### config.mk
export PLATFORM = sky130hd
export DESIGN_NAME = serial_subtractor
export DESIGN_NICKNAME = d
export VERILOG_FILES = /design/src/rtl/serial_sub_pkg.sv /design/src/rtl/full_subtractor_bit.sv /design/src/rtl/serial_subtractor.sv
export SDC_FILE = /design/constraint.sdc
export NUM_CORES = 1
export LEC_CHECK = 0
export BUFFER_PORTS_ARGS = -buffer_cell sky130_fd_sc_hd__buf_4
export CORE_AREA = 2 2 78 80
export CTS_CLUSTER_SIZE = 28
export DETAILED_ROUTE_END_ITERATION = 8
export DIE_AREA = 0 0 80 82
export GPL_TIMING_DRIVEN = 0
export SYNTH_ARGS = -nofsm -noshare
export SYNTH_HDL_FRONTEND = slang
export SYNTH_HIERARCHICAL = 1
export SYNTH_SLANG_ARGS = --single-unit
### constraint.sdc
create_clock -name iClk -period 8 [get_ports iClk]
set_input_delay 1.2 -clock iClk [delete_from_list [all_inputs] [get_ports iClk]]
set_output_delay 1.2 -clock iClk [all_outputs]
set_load 0.005 [all_outputs]
### src/rtl/serial_sub_pkg.sv
// Shared definitions for the bit-serial subtractor: FSM state encodings
// and the default operand width.
package serial_sub_pkg;

  localparam int DEFAULT_WIDTH = 8;

  typedef enum logic [1:0] {
    IDLE = 2'd0,
    RUN  = 2'd1,
    DONE = 2'd2
  } state_t;

endpackage

### src/rtl/full_subtractor_bit.sv
// One-bit full subtractor: difference and borrow-out from a - b - bin.
module full_subtractor_bit (
  input  logic a,
  input  logic b,
  input  logic bin,
  output logic d,
  output logic bout
);

  assign d    = a ^ b ^ bin;
  assign bout = (~a & b) | (~(a ^ b) & bin);

endmodule

### src/rtl/serial_subtractor.sv
// Bit-serial subtractor, LSB first, one bit per clock: {oData_B, oData} = a - b - iB.
// Define SERIAL_SUB_OVF_EN to add the registered two's-complement overflow flag oOvf.
module serial_subtractor
  import serial_sub_pkg::*;
#(
  parameter int WIDTH = DEFAULT_WIDTH
) (
  input  logic             iClk,
  input  logic             iRst_n,
  input  logic             iStart,
  input  logic [WIDTH-1:0] iData_a,
  input  logic [WIDTH-1:0] iData_b,
  input  logic             iB,
  output logic             oBusy,
  output logic             oDone,
  output logic [WIDTH-1:0] oData,
  output logic             oData_B
`ifdef SERIAL_SUB_OVF_EN
  ,
  output logic             oOvf
`endif
);

  localparam int CW = (WIDTH > 1) ? $clog2(WIDTH) : 1;
  localparam logic [CW-1:0] LAST = CW'(WIDTH - 1);

  state_t           r_state;
  logic [CW-1:0]    r_cnt;
  logic [WIDTH-1:0] r_a;
  logic [WIDTH-1:0] r_b;
  logic             r_brw;
  logic [WIDTH-1:0] r_acc;

  logic             w_a;
  logic             w_b;
  logic             w_d;
  logic             w_bout;
  logic [WIDTH-1:0] w_next;

  assign w_a = r_a[r_cnt];
  assign w_b = r_b[r_cnt];

  full_subtractor_bit u_bit (
    .a    (w_a),
    .b    (w_b),
    .bin  (r_brw),
    .d    (w_d),
    .bout (w_bout)
  );

  // Partial result with the current difference bit dropped into place, so the
  // final edge can publish the complete word without an extra cycle.
  always_comb begin
    w_next        = r_acc;
    w_next[r_cnt] = w_d;
  end

  always_ff @(posedge iClk or negedge iRst_n) begin
    if (!iRst_n) begin
      r_state <= IDLE;
      r_cnt   <= '0;
      r_a     <= '0;
      r_b     <= '0;
      r_brw   <= 1'b0;
      r_acc   <= '0;
      oBusy   <= 1'b0;
      oDone   <= 1'b0;
      oData   <= '0;
      oData_B <= 1'b0;
`ifdef SERIAL_SUB_OVF_EN
      oOvf    <= 1'b0;
`endif
    end else begin
      case (r_state)
        IDLE, DONE: begin
          oDone <= 1'b0;
          if (iStart) begin
            r_a     <= iData_a;
            r_b     <= iData_b;
            r_brw   <= iB;
            r_cnt   <= '0;
            oBusy   <= 1'b1;
            r_state <= RUN;
          end else begin
            r_state <= IDLE;
          end
        end
        RUN: begin
          r_brw <= w_bout;
          r_acc <= w_next;
          r_cnt <= r_cnt + 1'b1;
          // On the MSB, w_a/w_b are the operand sign bits needed for overflow.
          if (r_cnt == LAST) begin
            oData   <= w_next;
            oData_B <= w_bout;
`ifdef SERIAL_SUB_OVF_EN
            oOvf    <= (w_a != w_b) && (w_d != w_a);
`endif
            oDone   <= 1'b1;
            oBusy   <= 1'b0;
            r_state <= DONE;
          end
        end
        default: r_state <= IDLE;
      endcase
    end
  end

endmodule
==> results of run 1 <==
## metrics by stage
stage / area (sq um) / hold slack [ns] / cells
floorplan: 1930 / 0.449 / 167
global route: 2330 / 0.503 / 280
finish: 2330 / 0.483 / 280
global placement: 2250 / 0.464 / 272
CTS: 2330 / 0.486 / 280
detailed placement: 2250 / 0.469 / 272
## area by class of cell
type / instances / area (sq um)
buffer: 13 / 57.6
fill: 591 / 3410
clock buffer: 8 / 80.1
inverter: 7 / 26.3
multi-input combinational: 106 / 825
tap: 75 / 93.8
timing repair buffer: 30 / 225
sequential: 41 / 1030
## how the worst min path moves through the flow
stage                               from                   end  slack (ns)  depth (start not counted)
floorplan              r_brw$_DFFE_PN0P_     r_brw$_DFFE_PN0P_        0.45                          1
global placement       r_brw$_DFFE_PN0P_     r_brw$_DFFE_PN0P_        0.46                          1
detailed placement     r_brw$_DFFE_PN0P_     r_brw$_DFFE_PN0P_        0.47                          1
CTS                    r_brw$_DFFE_PN0P_     r_brw$_DFFE_PN0P_        0.49                          1
global route        oData[2]$_DFFE_PN0P_  oData[2]$_DFFE_PN0P_        0.50                          2
finish              oData[4]$_DFFE_PN0P_  oData[4]$_DFFE_PN0P_        0.48                          2
## state kept, by name, indices dropped and copies added, names as in the netlist, 2 cells and up
name and count:
r_state 2, r_b 8, oData 8, r_a 8
r_acc 8, r_cnt 3
## layer usage
metal  vias to the layer above  wire (um)  track usage [%]
met1                       623       1840             17.1
met3                         2        138             3.96
met5                         -          0                0
met2                        25       1760             22.2
met4                         0         24             4.58
li1                        655          -                -
## worst reg2reg max path, cell delays in order, from the launching register on
cell	delay, ns
dfrtp_1	0.47
mux2_4	0.33
a221o_1	0.34
a221o_1	0.35
fa_1	0.70
clkbuf_1	0.34
mux2i_1	0.13
o21ai_0	0.16
## power by group through the flow
stage	Clock, mW	Combinational, mW	Sequential [mW]
2_1_floorplan	0	0.366	0.357
3_3_place_gp	0	0.504	0.366
3_5_place_dp	0	0.508	0.370
4_1_cts	0.135	0.510	0.365
5_1_grt	0.146	0.566	0.378
6_report	0.130	0.496	0.363
## layout by cell type (no fill, tap or decap), drive strengths merged
master,instances
dfrtp,41
buf,36
mux2,25
nand2,15
clkbuf,15
o21ai,11
mux2i,10
inv,7
nand3,7
nand3b,7
nor3b,4
nor2b,4
a21o,4
nor2,3
a22o,3
a221o,2
a21oi,2
ha,2
o311ai,1
and2,1
a211oi,1
a211o,1
nor3,1
nand4,1
fa,1
## logic make-up after synthesis
| logic type | Yosys count | synth area share, % |
|---|---|---|
| buffers and inverters | 20 | 4.33 |
| AND/OR/NAND/NOR | 43 | 11.8 |
| adder cells (fa/ha/maj) | 3 | 2.33 |
| flip-flops | 41 | 53.0 |
| AO/OA/AOI/OAI | 25 | 8.60 |
| multiplexers | 35 | 19.9 |
==> results.md, run 1 <==
* Synth async-reset ratio at 100%
* Cts hold-fix bufs at 0
* Setup Skew at 0.00534 ns
* Leakage power at 1.08 nW
* Initial antenna violation count at 0
* Layout area overhead at 20.6%
* Post-CTS setup buffers at 0
* Worst vdd ir at 167 uV
* Fin crit period at 2.89 ns
* Crit-path max cell delay at 0.70 ns
* Post-synth top area cell: dfrtp_1
* Cell Pwr Density at 424 nW/um^2
* Layout cell share with drive strength beyond 1 at 32.7%
* Routed WL per cell at 13.5 um
* Setup TNS at 0 ns
* Post-place setup slack at 5.07 ns
* Mapped cell area at 1930 sq um
* Vias in the first global route at 1,397
* Crit-path leading delay family: compound AO/OA/AOI/OAI gates
* Slack of the critical path at 5.11 ns
* Most frequent CP cell: a221o_1
* Largest net degree at the start of global routing at 42
* Core Util, Final at 40.6%
* Clk buf depth at 2
* Total Power at 0.989 mW
* CP Cell Sequence: mux2_4 -> a221o_1 -> a221o_1 -> fa_1 -> clkbuf_1 -> mux2i_1 -> o21ai_0
* Setup crit start: r_cnt[0]$_DFFE_PN0P_
* Critical Path Start Type: register
* Clock group share of total power at 13.1%
* EDFF count, synth at 0
* Initial DRC Count at 47
* Vias at 1,305
* Worst-skew pair later-pin latency at 0.29 ns
* Commonest register cell after synthesis: dfrtp_1
* Total GRT Usage at 13.5%
* Relative slew slack at 48.0%
* Crit. path cell count at 7
* RR Startpoint: r_cnt[0]$_DFFE_PN0P_
* Worst Reg2Reg Path Length in Cells at 7
* End point of the critical path: oData[7]$_DFFE_PN0P_
* Die ar. at 6560 sq um
* Sw Share at 37.7%
* Worst-path clk slew at 0.08 ns
* # setup viols final at 0
* Via/cell ratio at 4.66
* Crit. End Element: register
* R2R Path End: oData[7]$_DFFE_PN0P_
* Initial Util at 33.7%
* Sequential power share at 36.7%
* CP max-delay cell: fa_1
* Synth cell types at 27
* Max-slew violations at 0
* Post-synth top area share at 53.0%
* Routed WL at 3770 um
* Fin. Hold Viols at 0
* Fraction of the yosys area taken by sequential cells at 53.0%
* Diodes inserted at 0
* Hpwl dp at 2620 um
* Status: finished, final reports clean
* Mapped Cells at 167
* Post_cts resized at 0
* Top post-synthesis cells by count: dfrtp_1 (41), mux2_2 (24), nand2_1 (15)
* Drt pass-1 iters at 4
* RSZ-0062 raised after global routing: no
* First-pass GRT wire length at 6620 um
* Max Freq at 346 MHz
* Max-cap violations at 0
* Combinational Power Share at 50.2%
* Clock Sink Count at 41
* NetSw at 0.373 mW
* Min-Delay Path Class: register to register
* Die Ht at 82 um
* Row count at 28
* Required time of the critical path at 8.21 ns
* Max FO, Critical Path at 10
* Worst Path Arrival at 3.10 ns
* R2R Setup Slk at 5.11 ns
* Critical path class: register to register
* RePlAce Congestion at 0.769
* Syn_nets at 190
* WP buf/inv at 1
* Syn Area/Cell at 11.6 sq um
* Nets at 227
* Yosys warns at 6
* Worst-margin pin slew at 0.779 ns
* Period utilization at 36.2%
* Cell-internal power at 0.616 mW
* Antenna viol nets, final at 0
* DRC Markers at 0
* Synthesis-stage register bit count at 41
* IO Port Bufs at 30
* Synth top area cells: dfrtp_1 (53%), mux2_2 (14%), mux2i_1 (5.2%)
* CTS Buf Count at 5
* CTS root buf: clkbuf_8
* Core area at 5750 sq um
* CTS tree: yes
* Number of H-tree levels at 2
* Chip width at 80 um
* Most common cell in the netlist: dfrtp_1
* I/O pin total at 31
* Total gr overflow at 0
No activity file was read; power rests on OpenSTA's default activity.
==> inputs of run 2 (changes only) <==
==> constraint.sdc (replaced) <==
create_clock -name iClk -period 2.76 [get_ports iClk]
set_input_delay 0.414 -clock iClk [delete_from_list [all_inputs] [get_ports iClk]]
set_output_delay 0.414 -clock iClk [all_outputs]
set_load 0.005 [all_outputs]
==> results.md, run 2 (synthesis results as in run 1) <==
* Status: finished, final reports clean
* Most frequent cells in the layout: dfrtp_1 (40), buf_4 (30), mux2_2 (24)
* Nets at 226
* Vias at 1,297
* Max Freq at 389 MHz
* Routed WL at 3730 um
* Required time of the critical path at 2.97 ns
* Total GRT Usage at 13.5%
* Fin crit period at 2.57 ns
* DRC Markers at 0
* Final cell count without fillers at 279
* First-pass GRT wire length at 6620 um
* Cell Pwr Density at 1230 nW/um^2
* Die Ht at 82 um
* CTS Buf Count at 5
* I/O pin total at 31
* Clock Sink Count at 41
* Crit-path leading delay family: compound AO/OA/AOI/OAI gates
* Diodes inserted at 0
* Crit. End Element: register
* Core Util, Final at 40.7%
* Layout area overhead at 21.0%
* Post-CTS setup buffers at 0
* Leakage power at 1.09 nW
* R2R Setup Slk at 0.19 ns
* Fin. Hold Viols at 0
* Initial Util at 33.7%
* Core area at 5750 sq um
* Worst hold slack at 0.0995 ns
* Largest net degree at the start of global routing at 42
* Routed WL per cell at 13.4 um
* CTS tree: yes
* Chip width at 80 um
* Drt pass-1 iters at 4
* Relative slew slack at 48.9%
* Critical Path Start Type: register
* WP buf/inv at 0
* CP max-delay cell: fa_2
* Initial antenna violation count at 0
* Max-cap violations at 0
* Worst-path clk slew at 0.07 ns
* Die ar. at 6560 sq um
* Number of H-tree levels at 2
* Worst-skew pair later-pin latency at 0.29 ns
* Via/cell ratio at 4.65
* Fillers at 591
* Critical path class: register to register
* Worst vdd ir at 566 uV
* Initial DRC Count at 59
* Setup Skew at 0.00445 ns
* Most frequent CP cell: a221o_1
* Placed Cells at 272
* Layout cell share with drive strength beyond 1 at 34.8%
* Commonest non-fill, non-tap cell in the layout: dfrtp_1
* Vias in the first global route at 1,397
* RSZ-0062 raised after global routing: no
* Clk buf depth at 2
* IO Port Bufs at 30
* Max FO, Critical Path at 16
* Hpwl dp at 2620 um
* RePlAce Congestion at 0.769
* Worst Path Arrival at 2.77 ns
* Cts hold-fix bufs at 0
* Crit-path max cell delay at 0.75 ns
* Total gr overflow at 0
* CP Cell Sequence: mux2_4 -> a221o_1 -> a221o_1 -> fa_2 -> mux2i_1 -> o21ai_0
* CTS root buf: clkbuf_8
* Total Power at 2.87 mW
* Post_cts resized at 2
* Worst-margin pin slew at 0.765 ns
* Antenna viol nets, final at 0
* # setup viols final at 0
* Row count at 28
* Period utilization at 93.1%
* Min-Delay Path Class: input port to asynchronous set/reset pin
* Max-slew violations at 0
-- run 2: path summary, 6_finish.rpt --
kind,cells after the start,to,startpoint
max in group asynchronous,1,r_cnt[0]$_DFFE_PN0P_,iRst_n
min,1,oData[1]$_DFFE_PN0P_,iRst_n
max reg2reg,6,oData[7]$_DFFE_PN0P_,r_cnt[0]$_DFFE_PN0P_
min reg2reg,1,r_brw$_DFFE_PN0P_,r_brw$_DFFE_PN0P_
min in group iClk,3,r_a[2]$_DFFE_PN0P_,iData_a[2]
max,6,oData[7]$_DFFE_PN0P_,r_cnt[0]$_DFFE_PN0P_
-- run 2: layer usage --
metal	share of wire [%]	GRT usage (%)	routed length [um]
met5	0	0	0
met4	0.64	4.58	24
met3	3.4	3.96	128
met2	48	22.2	1790
met1	48	17.1	1790
-- run 2: metrics by stage --
step | area, sq um | worst slack, ns | setup TNS (ns)
after global routing | 2340 | 0.0334 | 0
after CTS | 2340 | 0.0108 | 0
after global placement | 2250 | -0.166 | -0.901
after detailed placement | 2250 | -0.169 | -0.715
final | 2340 | 0.192 | 0
after floorplan | 1930 | 0.204 | 0
-- run 2: power by group --
| group | internal, mW | total (mW) | switching (mW) |
|---|---|---|---|
| combinational | 0.729 | 1.44 | 0.714 |
| sequential | 0.897 | 1.05 | 0.156 |
| clock | 0.180 | 0.373 | 0.193 |
-- run 2: area by class of cell --
cell class / instances / area (sq um) / area share, %
buffer: 12 / 61.3 / 2.62
clock buffer: 8 / 80.1 / 3.42
inverter: 7 / 26.3 / 1.12
multi-input combinational: 106 / 827 / 35.3
sequential: 41 / 1030 / 43.9
tap: 75 / 93.8 / 4.01
timing repair buffer: 30 / 225 / 9.62
